==> src/rtl/frame_stream_pkg.sv <==
// frame_stream_pkg: shared state encoding and packet constants for the frame streamer
package frame_stream_pkg;
  typedef enum logic [2:0] {IDLE, ARM, SETTLE, HEADER, FETCH, SEND, GAP, TRAILER} state_t;
  localparam int HDR_LEN = 3;
  localparam logic [7:0] DEF_SYNC = 8'hA5;
endpackage

==> src/rtl/vs_edge_detect.sv <==
// vs_edge_detect: two-flop synchroniser plus rising-edge pulse, flops reset high so a held-high input gives no pulse
module vs_edge_detect (
  input  logic Clk,
  input  logic i_Reset,
  input  logic i_VS,
  output logic o_Rise
);
  logic [2:0] sh;
  always_ff @(posedge Clk) sh <= i_Reset ? 3'b111 : {sh[1:0], i_VS};
  assign o_Rise = sh[1] & ~sh[2];
endmodule

==> src/rtl/frame_uart_streamer.sv <==
// frame_uart_streamer: on a VS capture, streams header, frame-buffer payload and checksum to a UART byte port
module frame_uart_streamer import frame_stream_pkg::*; #(
  parameter int BYTES_PER_FRAME = 9216,
  parameter int ADDR_W = 15,
  parameter int SETTLE_CLKS = 62500000,
  parameter int GAP_CLKS = 1085,
  parameter logic [7:0] SYNC_BYTE = DEF_SYNC
) (
  input  logic              Clk,
  input  logic              i_Reset,
  input  logic              i_VS,
  input  logic              i_Enable,
  input  logic              i_Continuous,
  output logic [ADDR_W-1:0] o_Read_Adress,
  input  logic [7:0]        i_RAM_Data,
  output logic [7:0]        o_Tx_Data,
  output logic              o_Tx_Valid,
  input  logic              i_Tx_Ready,
  output logic              o_Frame_Indicator,
  output logic              o_Busy,
  output logic              o_Frame_Done,
  output logic [7:0]        o_Frame_Count
);
  localparam int TMAX = SETTLE_CLKS > GAP_CLKS ? SETTLE_CLKS : GAP_CLKS;
  localparam int TW = $clog2(TMAX + 1);
  localparam logic [TW-1:0] SET_LAST = TW'(SETTLE_CLKS - 1);
  localparam logic [TW-1:0] GAP_LAST = TW'(GAP_CLKS > 0 ? GAP_CLKS - 1 : 0);
  localparam logic [ADDR_W-1:0] LAST_ADDR = ADDR_W'(BYTES_PER_FRAME - 1);
  localparam logic [1:0] HDR_LAST = 2'(HDR_LEN - 1);
  state_t state, nxt, ret, dest;
  logic cap, xfer, fph;
  logic [1:0] hidx;
  logic [TW-1:0] tmr;
  logic [7:0] data, csum;
  vs_edge_detect u_vs (.Clk(Clk), .i_Reset(i_Reset), .i_VS(i_VS), .o_Rise(cap));
  always_comb begin
    nxt = state;
    o_Tx_Valid = state inside {HEADER, SEND, TRAILER};
    o_Tx_Data = !o_Tx_Valid ? 8'h00 : state == SEND ? data : state == TRAILER ? csum :
                hidx == 2'd0 ? SYNC_BYTE : hidx == 2'd1 ? ~SYNC_BYTE : o_Frame_Count;
    xfer = o_Tx_Valid & i_Tx_Ready;
    o_Frame_Indicator = state == ARM;
    o_Busy = state != IDLE && state != ARM;
    dest = state == HEADER ? (hidx == HDR_LAST ? FETCH : HEADER) :
           state == SEND ? (o_Read_Adress == LAST_ADDR ? TRAILER : FETCH) :
           (i_Continuous & i_Enable) ? ARM : IDLE;
    case (state)
      IDLE:    if (i_Enable) nxt = ARM;
      ARM:     if (cap) nxt = SETTLE;
      SETTLE:  if (tmr == SET_LAST) nxt = HEADER;
      FETCH:   if (fph) nxt = SEND;
      GAP:     if (tmr == GAP_LAST) nxt = ret;
      default: if (xfer) nxt = GAP_CLKS > 0 ? GAP : dest;
    endcase
  end
  always_ff @(posedge Clk) begin
    if (i_Reset) begin
      state <= IDLE;
      ret <= IDLE;
      tmr <= '0;
      hidx <= '0;
      fph <= 1'b0;
      o_Read_Adress <= '0;
      data <= '0;
      csum <= '0;
      o_Frame_Count <= '0;
      o_Frame_Done <= 1'b0;
    end else begin
      state <= nxt;
      if (xfer) ret <= dest;
      tmr <= (nxt == state && (state == SETTLE || state == GAP)) ? tmr + TW'(1) : '0;
      fph <= state == FETCH && !fph;
      if (state == FETCH && fph) data <= i_RAM_Data;
      if (state == ARM) begin
        csum <= '0;
        hidx <= '0;
        o_Read_Adress <= '0;
      end
      if (xfer && state == HEADER) hidx <= hidx == HDR_LAST ? 2'd0 : hidx + 2'd1;
      if (xfer && state == SEND) begin
        csum <= csum + data;
        o_Read_Adress <= o_Read_Adress == LAST_ADDR ? '0 : o_Read_Adress + ADDR_W'(1);
      end
      o_Frame_Done <= xfer && state == TRAILER;
      if (xfer && state == TRAILER) o_Frame_Count <= o_Frame_Count + 8'd1;
    end
  end
endmodule

==> config.mk <==
export PLATFORM = sky130hd
export DESIGN_NAME = frame_uart_streamer
export DESIGN_NICKNAME = d
export VERILOG_FILES = /design/src/rtl/frame_stream_pkg.sv /design/src/rtl/vs_edge_detect.sv /design/src/rtl/frame_uart_streamer.sv
export SDC_FILE = /design/constraint.sdc
export NUM_CORES = 1
export LEC_CHECK = 0
export ABC_AREA = 1
export BUFFER_PORTS_ARGS = -buffer_cell sky130_fd_sc_hd__buf_2
export CORE_ASPECT_RATIO = 0.9
export CORE_UTILIZATION = 38
export CTS_CLUSTER_SIZE = 16
export DETAILED_ROUTE_END_ITERATION = 12
export PLACE_DENSITY = 0.57
export REMOVE_ABC_BUFFERS = 1
export SLEW_MARGIN = 5
export SYNTH_ARGS = -nofsm -noshare
export SYNTH_HDL_FRONTEND = slang
export SYNTH_SLANG_ARGS = --single-unit
==> constraint.sdc <==
create_clock -name Clk -period 1.6 [get_ports Clk]
set_input_delay 0.32 -clock Clk [delete_from_list [all_inputs] [get_ports Clk]]
set_output_delay 0.32 -clock Clk [all_outputs]
set_load 0.02 [all_outputs]
==> flow_metrics.py <==
metrics = {
    "floorplan": {
        "die_w_um": 117,
        "die_height_um": 105,
        "ioPinCount": 49,
        "initial_utilization_pct": 39.1,
        "core_area_um2": 11500,
        "row_count": 37,
        "die_area_um2": 12300,
    },
    "worst_setup_path": {
        "cp_data_required_time_ns": 1.28,
        "timing.reg2reg.worst_path_depth": 14,
        "crit_path_kind": "register to output pin",
        "critPathLaunchType": "register",
        "arrival_ns": 1.65,
        "endpoint_kind": "output pin",
        "critical_path_peak_fanout": 6,
    },
    "pwr": {
        "cellPowerDensity_nw_per_um2": 616,
        "share_clk_of_total_power_pct": 49.2,
        "power_frac_comb_pct": 5.8,
        "p_int_mw": 3.34,
        "switching_power_mw": 0.988,
        "irDropWorstVdd_mv": 0.586,
        "p_seq_share_pct": 45.0,
        "switching_portion_of_total_power_pct": 22.8,
        "total_power_mw": 4.33,
        "leakagePower_nw": 2.89,
    },
    "drt": {
        "remaining_drc_errors": 0,
        "drtPass1Iterations": 5,
        "wl_per_cell_um": 14.3,
        "vias_per_cell": 5.03,
        "detail-route-antenna-nets": 0,
        "routed_wl_um": 14000,
        "initialDrtViolationCount": 313,
        "dr_total_vias": 4930,
    },
    "global_route": {
        "overflow": 0,
        "grt_start_max_net_pins": 21,
        "grt_pass1_wl_um": 21700,
        "first_global_vias": 4583,
        "grt_use_total_pct": 22.7,
        "antenna_found_initial": 0,
    },
    "clocking": {
        "cts_buffer_depth": 2,
        "clk_root_buffer_cell": "sky130_fd_sc_hd__clkbuf_16",
        "htree_num_levels": 3,
        "tritoncts": "yes",
        "cts.clk_slew.worst_paths_ns": 0.06,
        "cts_buf_count": 9,
        "clock-sinks": 78,
        "clock_latency_ns": 0.35,
    },
    "timing": {
        "final_max_slew_viol_count": 0,
        "period_needed_ns": 1.97,
        "achievable-frequency_ghz": 0.507,
        "timing.slew.headroom_pct": 72.9,
        "holdWs_ns": 0.158,
        "worstMarginPinSlew_ns": 0.403,
        "timing.clock.skew_ns": 0.00439,
        "layout_setup_ws_ns": -0.371,
        "rsz0062_at_grt": "yes",
        "post-route-period-util_pct": 123,
        "final-setup-viol-count": 51,
        "final-hold-violation-count": 0,
    },
    "run": {
        "max_cap_viol_count": 0,
    },
    "place": {
        "port_buffers": 48,
        "routabilityCongestion": 0.972,
        "place.detailed.hpwl_um": 9310,
    },
    "hold_path": {
        "timing.hold.worst_path_depth": 2,
        "min-delay-path-class": "input pin to register",
    },
    "finish": {
        "nNetsFinal": 845,
        "post-route-util_pct": 61.2,
        "fill_cells": 1029,
        "drive_above_1_share_pct": 44.3,
        "syn_to_final_growth_pct": 56.5,
        "antenna_cells_inserted": 0,
    },
    "logic_synthesis": {
        "yosys.area.top_type_share_pct": 34.7,
        "synth_edf_count": 0,
        "syn-instance-count": 639,
        "synth.area.top_cells": "sky130_fd_sc_hd__dfxtp_1 (35%), sky130_fd_sc_hd__nand2_1 (9.3%), sky130_fd_sc_hd__inv_1 (6.8%)",
        "yosysSeqAreaShare_pct": 34.7,
        "synth-main-ff-cell": "sky130_fd_sc_hd__dfxtp_1",
        "ys_types": 39,
        "synthesis.area_um2": 4490,
        "ys.warnings.count": 0,
        "synth.avg_cell_area_um2": 7.03,
        "asyncSetResetFlopFracSynth_pct": 0,
        "post-synth-top-area-cell": "sky130_fd_sc_hd__dfxtp_1",
        "ys_ff_latch": 78,
    },
    "status": {
        "failed_checks": "negative setup slack",
        "outcome": "finished, violations left",
    },
}
## state kept, by name (all words and copies together), names as in the netlist
register / flops
data: 8
state: 3
hidx: 2
u_vs.sh: 3
o_Read_Adress: 15
fph: 1
o_Frame_Count: 8
ret: 3
o_Frame_Done: 1
csum: 8
tmr: 26
## kinds of logic after synthesis
| family | share of synthesized area [%] |
|---|---|
| flip-flops | 34.7 |
| buffers and inverters | 9.88 |
| AO/OA/AOI/OAI | 13.4 |
| AND/OR/NAND/NOR | 33.2 |
| adder cells (fa/ha/maj) | 3.51 |
| XOR/XNOR | 5.26 |
## repair_timing
action                     CTS  global route
buffers inserted            21            19
hold buffers                 0             0
gates cloned                 1             1
setup endpoints to repair   52            73
pin swaps                   25            68
resized for setup           90           159
hold endpoints to repair     0             0
## worst max-delay path: stages, from the launching register on
cell and delay, ns:
sky130_fd_sc_hd__dfxtp_2 0.35, sky130_fd_sc_hd__inv_4 0.06, sky130_fd_sc_hd__buf_4 0.14, sky130_fd_sc_hd__a21oi_4 0.17, sky130_fd_sc_hd__buf_6 0.15, sky130_fd_sc_hd__o21ai_0 0.08
sky130_fd_sc_hd__a21oi_1 0.17, sky130_fd_sc_hd__buf_4 0.17
## cell usage after synthesis, types with 2 or more instances
cell type / instances
sky130_fd_sc_hd__nand2_1: 111
sky130_fd_sc_hd__inv_1: 81
sky130_fd_sc_hd__nor2_1: 79
sky130_fd_sc_hd__dfxtp_1: 78
sky130_fd_sc_hd__a21oi_1: 47
sky130_fd_sc_hd__o21ai_0: 43
sky130_fd_sc_hd__nand3_1: 37
sky130_fd_sc_hd__nor2_2: 28
sky130_fd_sc_hd__nand4_1: 18
sky130_fd_sc_hd__xor2_1: 18
sky130_fd_sc_hd__nor3_1: 13
sky130_fd_sc_hd__ha_1: 11
sky130_fd_sc_hd__clkbuf_1: 9
sky130_fd_sc_hd__xnor2_1: 9
sky130_fd_sc_hd__a221oi_1: 6
sky130_fd_sc_hd__inv_2: 6
sky130_fd_sc_hd__nor4_1: 6
sky130_fd_sc_hd__or2_2: 5
sky130_fd_sc_hd__buf_6: 3
sky130_fd_sc_hd__nor2_8: 3
sky130_fd_sc_hd__nor3_2: 3
sky130_fd_sc_hd__a21o_1: 2
sky130_fd_sc_hd__a31oi_1: 2
sky130_fd_sc_hd__buf_2: 2
sky130_fd_sc_hd__nand2_4: 2
sky130_fd_sc_hd__nor2_4: 2
sky130_fd_sc_hd__o211ai_1: 2
sky130_fd_sc_hd__o21ai_1: 2
## metal layers
layer	part of all wire, %	GRT usage, %
met1	46	31.1
met5	0	0
met4	1.8	7.41
met2	47	34.1
met3	5.2	6.26
## metrics by stage
step	area, um^2	setup WS, ns	setup TNS, ns	instances
3_3_place_gp	5660	-0.262	-4.97	933
6_report	7030	-0.371	-9.38	980
2_1_floorplan	4420	-0.206	-6.75	625
5_1_grt	7030	-0.424	-14.51	980
4_1_cts	6440	-0.374	-8.52	971
3_5_place_dp	5660	-0.341	-6.43	933
## layout by cell type (no fill, tap or decap), types with 10 or more instances in the layout
cell / n
sky130_fd_sc_hd__buf_4: 113
sky130_fd_sc_hd__nand2_1: 93
sky130_fd_sc_hd__inv_1: 72
sky130_fd_sc_hd__dfxtp_1: 63
sky130_fd_sc_hd__nor2_1: 58
sky130_fd_sc_hd__buf_2: 38
sky130_fd_sc_hd__nor2_4: 34
sky130_fd_sc_hd__a21oi_1: 30
sky130_fd_sc_hd__nand3_1: 26
sky130_fd_sc_hd__buf_6: 26
sky130_fd_sc_hd__o21ai_0: 23
sky130_fd_sc_hd__nand4_1: 18
sky130_fd_sc_hd__xor2_1: 18
sky130_fd_sc_hd__nor2_2: 17
sky130_fd_sc_hd__a21oi_2: 16
sky130_fd_sc_hd__nand2_2: 16
sky130_fd_sc_hd__o21ai_1: 15
sky130_fd_sc_hd__clkbuf_16: 10
## power by group through the flow
| stage | clock, mW | combinational (mW) | sequential [mW] |
|---|---|---|---|
| floorplan | 0 | 0.101 | 2.00 |
| global placement | 0 | 0.198 | 2.00 |
| detailed placement | 0 | 0.199 | 2.00 |
| CTS | 2.17 | 0.222 | 1.95 |
| global route | 2.26 | 0.270 | 1.95 |
| finish | 2.13 | 0.252 | 1.95 |
## path summary, 6_finish.rpt
path | slack, ns | end | startpoint
worst max register to register | -0.29 | tmr[5] | tmr[1]
worst min register to register | 0.41 | u_vs.sh[1] | u_vs.sh[0]
worst max-delay path | -0.37 | o_Tx_Data[1] | state[2]
worst min-delay path | 0.16 | u_vs.sh[0] | i_VS
## layout make-up
class                   count  area [um^2]  area share (%)
clock buffers              11          253            3.59
clock inverters             5         57.6           0.819
inverters                  90          405            5.77
multi-input cells         457         3070            43.7
flip-flops and latches     78         1600            22.7
well taps                 156          195            2.78
repair buffers            183         1450            20.6
(Power assumes the default switching activity.)
